===== src/rtl/bypass_select_generator.sv =====
// rtl/bypass_select_generator.sv - per-operand bypass select from an in-flight producer tag pipeline
// Optional macro BYPASS_SEL_HIT_COUNT_EN adds saturating hit_count/req_count outputs.
module bypass_select_generator #(
  parameter int INT_LANES = 2,
  parameter int MEM_LANES = 2,
  parameter int NUM_SRC   = 4,
  parameter int PREG_W    = 7,
  parameter int LANE_W    = 1
) (
  input  logic                          clk,
  input  logic                          rst,
  input  logic                          stall,
  input  logic                          clear,
  input  logic [INT_LANES-1:0]          int_dst_valid,
  input  logic [INT_LANES*PREG_W-1:0]   int_dst_tag,
  input  logic [MEM_LANES-1:0]          mem_dst_valid,
  input  logic [MEM_LANES*PREG_W-1:0]   mem_dst_tag,
  input  logic [NUM_SRC-1:0]            src_valid,
  input  logic [NUM_SRC*PREG_W-1:0]     src_tag,
  output logic [NUM_SRC-1:0]            sel_valid,
  output logic [NUM_SRC*2-1:0]          sel_stg,
  output logic [NUM_SRC*LANE_W-1:0]     sel_lane,
  output logic                          multi_hit
`ifdef BYPASS_SEL_HIT_COUNT_EN
  ,
  output logic [31:0]                   hit_count,
  output logic [31:0]                   req_count
`endif
);

  localparam int NCAND = 2 * (INT_LANES + MEM_LANES);

  localparam logic [1:0] STG_INT_EX = 2'd0;
  localparam logic [1:0] STG_INT_WB = 2'd1;
  localparam logic [1:0] STG_MEM_MA = 2'd2;
  localparam logic [1:0] STG_MEM_WB = 2'd3;

  // Only the EX/MA tag stage is kept: WB-stage content is retired and never a bypass source.
  logic [INT_LANES-1:0]        int_ex_v_q;
  logic [INT_LANES*PREG_W-1:0] int_ex_tag_q;
  logic [MEM_LANES-1:0]        mem_ma_v_q;
  logic [MEM_LANES*PREG_W-1:0] mem_ma_tag_q;

  logic [NUM_SRC-1:0]          sel_valid_q, sel_valid_d;
  logic [NUM_SRC*2-1:0]        sel_stg_q, sel_stg_d;
  logic [NUM_SRC*LANE_W-1:0]   sel_lane_q, sel_lane_d;
  logic                        multi_hit_q, multi_hit_d;

  logic              cand_v    [NCAND];
  logic [PREG_W-1:0] cand_tag  [NCAND];
  logic [1:0]        cand_stg  [NCAND];
  logic [LANE_W-1:0] cand_lane [NCAND];

  // Candidates listed in priority order: incoming int, incoming mem, EX int, MA mem.
  always_comb begin
    for (int i = 0; i < INT_LANES; i++) begin
      cand_v[i]                           = int_dst_valid[i];
      cand_tag[i]                         = int_dst_tag[i*PREG_W +: PREG_W];
      cand_stg[i]                         = STG_INT_EX;
      cand_lane[i]                        = LANE_W'(i);
      cand_v[INT_LANES+MEM_LANES+i]       = int_ex_v_q[i];
      cand_tag[INT_LANES+MEM_LANES+i]     = int_ex_tag_q[i*PREG_W +: PREG_W];
      cand_stg[INT_LANES+MEM_LANES+i]     = STG_INT_WB;
      cand_lane[INT_LANES+MEM_LANES+i]    = LANE_W'(i);
    end
    for (int m = 0; m < MEM_LANES; m++) begin
      cand_v[INT_LANES+m]                 = mem_dst_valid[m];
      cand_tag[INT_LANES+m]               = mem_dst_tag[m*PREG_W +: PREG_W];
      cand_stg[INT_LANES+m]               = STG_MEM_MA;
      cand_lane[INT_LANES+m]              = LANE_W'(m);
      cand_v[2*INT_LANES+MEM_LANES+m]     = mem_ma_v_q[m];
      cand_tag[2*INT_LANES+MEM_LANES+m]   = mem_ma_tag_q[m*PREG_W +: PREG_W];
      cand_stg[2*INT_LANES+MEM_LANES+m]   = STG_MEM_WB;
      cand_lane[2*INT_LANES+MEM_LANES+m]  = LANE_W'(m);
    end
  end

  always_comb begin
    sel_valid_d = '0;
    sel_stg_d   = '0;
    sel_lane_d  = '0;
    multi_hit_d = 1'b0;
    for (int s = 0; s < NUM_SRC; s++) begin
      for (int c = 0; c < NCAND; c++) begin
        if (src_valid[s] && cand_v[c] && (cand_tag[c] == src_tag[s*PREG_W +: PREG_W])) begin
          if (sel_valid_d[s]) begin
            multi_hit_d = 1'b1;
          end else begin
            sel_valid_d[s]                  = 1'b1;
            sel_stg_d[s*2 +: 2]             = cand_stg[c];
            sel_lane_d[s*LANE_W +: LANE_W]  = cand_lane[c];
          end
        end
      end
    end
  end

  always_ff @(posedge clk or negedge rst) begin
    if (!rst) begin
      int_ex_v_q   <= '0;
      int_ex_tag_q <= '0;
      mem_ma_v_q   <= '0;
      mem_ma_tag_q <= '0;
      sel_valid_q  <= '0;
      sel_stg_q    <= '0;
      sel_lane_q   <= '0;
      multi_hit_q  <= 1'b0;
    end else if (clear) begin
      int_ex_v_q   <= '0;
      mem_ma_v_q   <= '0;
      sel_valid_q  <= '0;
      sel_stg_q    <= '0;
      sel_lane_q   <= '0;
      multi_hit_q  <= 1'b0;
    end else if (!stall) begin
      int_ex_v_q   <= int_dst_valid;
      int_ex_tag_q <= int_dst_tag;
      mem_ma_v_q   <= mem_dst_valid;
      mem_ma_tag_q <= mem_dst_tag;
      sel_valid_q  <= sel_valid_d;
      sel_stg_q    <= sel_stg_d;
      sel_lane_q   <= sel_lane_d;
      multi_hit_q  <= multi_hit_d;
    end
  end

  assign sel_valid = sel_valid_q;
  assign sel_stg   = sel_stg_q;
  assign sel_lane  = sel_lane_q;
  assign multi_hit = multi_hit_q;

`ifdef BYPASS_SEL_HIT_COUNT_EN
  logic [31:0] hit_count_q, hit_count_d;
  logic [31:0] req_count_q, req_count_d;
  logic [32:0] hit_sum, req_sum;
  logic [31:0] hit_inc, req_inc;

  always_comb begin
    hit_inc = '0;
    req_inc = '0;
    for (int s = 0; s < NUM_SRC; s++) begin
      hit_inc = hit_inc + 32'(sel_valid_d[s]);
      req_inc = req_inc + 32'(src_valid[s]);
    end
    hit_sum     = {1'b0, hit_count_q} + {1'b0, hit_inc};
    req_sum     = {1'b0, req_count_q} + {1'b0, req_inc};
    hit_count_d = hit_sum[32] ? 32'hFFFF_FFFF : hit_sum[31:0];
    req_count_d = req_sum[32] ? 32'hFFFF_FFFF : req_sum[31:0];
  end

  // A flush edge discards the cycle's requests, so nothing is counted on it.
  always_ff @(posedge clk or negedge rst) begin
    if (!rst) begin
      hit_count_q <= '0;
      req_count_q <= '0;
    end else if (!stall && !clear) begin
      hit_count_q <= hit_count_d;
      req_count_q <= req_count_d;
    end
  end

  assign hit_count = hit_count_q;
  assign req_count = req_count_q;
`endif

endmodule


===== config.mk =====
export PLATFORM = sky130hd
export DESIGN_NAME = bypass_select_generator
export DESIGN_NICKNAME = d
export VERILOG_FILES = /design/src/rtl/bypass_select_generator.sv
export SDC_FILE = /design/constraint.sdc
export NUM_CORES = 1
export LEC_CHECK = 0
export CAP_MARGIN = 20
export CORE_AREA = 2 2 103 105
export CTS_CLUSTER_SIZE = 8
export DETAILED_ROUTE_END_ITERATION = 8
export DIE_AREA = 0 0 105 107
export PLACE_DENSITY = 0.8
export RECOVER_POWER = 50
export SLEW_MARGIN = 20
export SYNTH_ARGS = -nofsm -noshare
export SYNTH_HDL_FRONTEND = slang
export SYNTH_SLANG_ARGS = --single-unit

===== constraint.sdc =====
create_clock -name clk -period 2.31 [get_ports clk]
set_clock_uncertainty 0.05 [all_clocks]
set_input_delay 0.462 -clock clk [delete_from_list [all_inputs] [get_ports clk]]
set_output_delay 0.462 -clock clk [all_outputs]
set_load 0.02 [all_outputs]

==> flow_summary_export.csv <==
group,metric,value,unit
power,p_comb_share,44.3,%
global_routing,grt-ovfl-total,0,
drt,first_pass_iters,5,
layout,fin_cells,918,
floorplanning,die_w,105,um
synthesis,synth_top_family_by_area,"XOR/XNOR gates",
drt,vias,5549,
synthesis,synth_xor_area_share,35.3,%
synthesis,async_reset_ff_share,100,%
cts,cts_tree,"built",
sta,drv_slew,0,
floorplanning,rows,37,
drt,post-route-drc-count,0,
sta,fmax,0.435,GHz
cts,cts.clk_slew.worst_paths,0.10,ns
outcome,status,"finished clean",
worst_setup_path,startpoint_type,"input port",
place,io_buffers,84,
drt,ant_nets,0,
global_routing,met3_usage,6.93,%
layout,seq_area,1230,sq um
worst_setup_path,endpoint_kind,"flop",
global_routing,grt_usage,36.6,%
drt,avgViaCountPerCell,6.04,
cts,cts_sinks,49,
place,dpl.cell_count,884,
layout,multi_input_area,4420,sq um
floorplanning,initial_core_util,55.2,%
sta,period_minus_slack,2.30,ns
power,power_frac_seq,34.8,%
cts,clockBufferDepth,2,
power,p_clk_share,21.0,%
synthesis,synthFlopType,"dfrtp_1",
worst_setup_path,crit_type,"in -> reg",
synthesis,synth_top_area_share,24.2,%
cts,htreeDepth,2,
drt,drt_iter0_drc,430,
layout,drive_above_1_share,39.0,%
layout,nNetsFinal,849,
synthesis,synth_seq_cells,49,
power,ir_drop,0.358,mV
floorplanning,coreArea,10100,sq um
synthesis,seq_area_frac_synth,22.0,%
drt,routed_wl,21.2,mm
power,finalPower,3.26,mW
sta,period_share,99.4,%
global_routing,grt_max_degree,50,
worst_setup_path,cp_max_fo,6,
cts,numCtsBuffers,5,
worst_setup_path,worst-path-buf-inv,2,
power,internal_power,2.04,mW
global_routing,met1_usage,44.5,%
place,gp_congestion,0.977,
global_routing,grt_pass1_wl,31.0,mm
sta,setup_viol,0,
run,max-cap-violations,0,
floorplanning,pin_count,85,
synthesis,synth_top_area_cell,"xnor2_1",
synthesis,yosys.cell_types.count,56,
global_routing,grt_pass1_vias,5474,
synthesis,ys.warnings.count,0,
synthesis,synth_area_leaders,"xnor2_1 24%, dfrtp_1 22%, xor2_1 11%",
synthesis,syn_nets,709,
synthesis,syn-cell-area,5570,sq um
synthesis,syn_inst,641,
global_routing,antenna_found_initial,0,
global_routing,use_met2,60.7,%
power,leakagePower,3.25,nW
drt,wl_per_cell,23.1,um
worst_setup_path,cpPeakStageDelay,0.60,ns
power,switchingPower,1.23,mW
layout,antenna_cells,0,
sta,report.final.hold_viol_count,0,
floorplanning,die_h,107,um
floorplanning,dieArea,11200,sq um
synthesis,synth_edf_count,0,
sta,tightest_slew,1.35,ns
worst_setup_path,cp_data_required_time,2.51,ns
power,power_density,403,nW/um^2
synthesis,yosys.area_share.simple,19.7,%
worst_setup_path,cp_cell_sequence,"clkdlybuf4s15_2, xor2_1, or4_1, nor2_1, buf_4, nor2_2, o21ai_1, nand2_1, o21ai_0, nor2b_1",
synthesis,syn_area_per_cell,8.69,sq um
layout,n_fill_cell,688,
hold_path,hold_path_class,"in -> reg",
power,swShare,37.7,%
cts,postCtsHoldBufs,0,
worst_setup_path,worst_path_max_delay_cell,"or4_1",
worst_setup_path,path_delay_family,"simple AND/OR/NAND/NOR gates",
worst_setup_path,arrival,2.50,ns
layout,syn_to_final_growth,45.3,%
synthesis,synth_compound_area_share,5.95,%
sta,maxSlewHeadroom,10.2,%
worst_setup_path,timing.reg2reg.setup_slack,0.04,ns
cts,clock_latency,0.32,ns
global_routing,grt.busiest_layer,"met2",
synthesis,yosys.area_share.adder,0,%
synthesis,synthMuxAreaShare,6.38,%
cts,cts_root_buffer,"clkbuf_8",
place,place_hpwl,15.4,mm
registers in the layout (all words and copies together), names as in the netlist:
register / cells
mem_ma_v_q: 2
sel_stg: 8
int_ex_v_q: 2
sel_valid: 4
multi_hit: 1
sel_lane: 4
int_ex_tag_q: 14
mem_ma_tag_q: 14
kinds of logic (layout without fill, tap and decap cells):
kind of cell / after synthesis / count (layout)
muxes: 32 / 32
and+or+nand+nor: 186 / 186
DFF: 49 / 49
buffers and inverters: 100 / 241
xor gates and xnor gates: 224 / 224
AOI/OAI and AO/OA: 50 / 50
worst reg2reg max path: cells and delay by family (launching register included):
kind | cells | cell delay [ns]
buffers and inverters | 1 | 0.14
xor gates and xnor gates | 1 | 0.16
and+or+nand+nor | 5 | 1.10
AOI/OAI and AO/OA | 2 | 0.28
DFF | 1 | 0.45
metrics by stage:
step / TNS, ns / setup WS, ns / utilization [%] / hold slack (ns) / instance area (sq um)
5_1_grt: -0.179 / -0.0475 / 80.2 / 0.445 / 8100
2_1_floorplan: 0 / 0.117 / - / 0.116 / 5570
3_5_place_dp: -8.56 / -0.698 / 71.1 / 0.427 / 7170
6_report: 0 / 0.0135 / 80.2 / 0.428 / 8100
3_3_place_gp: -7.40 / -0.627 / 71.1 / 0.422 / 7170
4_1_cts: -0.146 / -0.0758 / 76.2 / 0.0778 / 7690
cells in the mapped netlist, drive strengths merged (3+ instances only):
cell type,count
a21oi,18
a2111oi,3
buf,79
inv,4
nor4,25
nor2b,6
o21bai,3
mux2i,4
xnor2,154
nor3,10
nor2,27
clkbuf,16
xor2,70
nand3,30
or4,12
dfrtp,49
nand2,26
nor3b,3
mux2,28
nand4,35
o21ai,10
per-layer routing:
layer,vias to the layer above,wire [um]
met5,-,0
met4,0,1210
met3,99,2000
met2,358,10100
met1,2685,7910
li1,2407,-
cell usage in the layout, fill, tap and decap left out, drive strengths merged, types with 3 or more instances in the layout:
cell type      Yosys  routed
mux2              28      28
or4               12      12
nor2              27      27
nor2b              6       6
dlygate4sd2        0      28
mux2i              4       4
clkdlybuf4s50      0      22
xor2              70      70
dlymetal6s2s       0      14
inv                4       4
clkbuf            16      24
a2111oi            3       3
nor3              10      10
o21ai             10      10
nand3             30      30
o21bai             3       3
nand4             35      35
nand2             26      26
buf               79     144
dfrtp             49      49
clkdlybuf4s15      0       3
nor4              25      25
a21oi             18      18
nor3b              3       3
xnor2            154     154
final timing paths:
check,start,endpoint,cells past startpoint
max,src_tag[12],sel_stg[3],10
min,mem_dst_tag[10],mem_ma_tag_q[10],2
max reg2reg,mem_ma_tag_q[5],sel_stg[3],9
min reg2reg,sel_stg[2],sel_stg[2],2
max in group asynchronous,rst,int_ex_tag_q[8],2
min in group asynchronous,rst,mem_ma_v_q[1],2
final cells by class:
class	instances	share of cell area, %
inverter	4	0.185
clock buffer	6	1.02
clock inverter	2	0.464
tap	136	2.10
multi-input combinational	492	54.6
timing repair buffer	229	26.4
sequential	49	15.2
power by group through the flow:
stage          sequential, mW  combinational, mW  clock [mW]
2_1_floorplan           0.977              0.961           0
3_3_place_gp             1.13               1.22           0
3_5_place_dp             1.13               1.26           0
4_1_cts                  1.12               1.32       0.685
5_1_grt                  1.15               1.53       0.717
6_report                 1.13               1.45       0.684
repair_timing:
item | in CTS | in global routing
endpoints found under the setup margin | 17 | 14
hold endpoints to repair | 0 | 0
gates resized for setup | 124 | 105
setup buffers | 6 | 20
pin swaps | 19 | 34
Note: power is estimated with default switching activity, not from simulation.
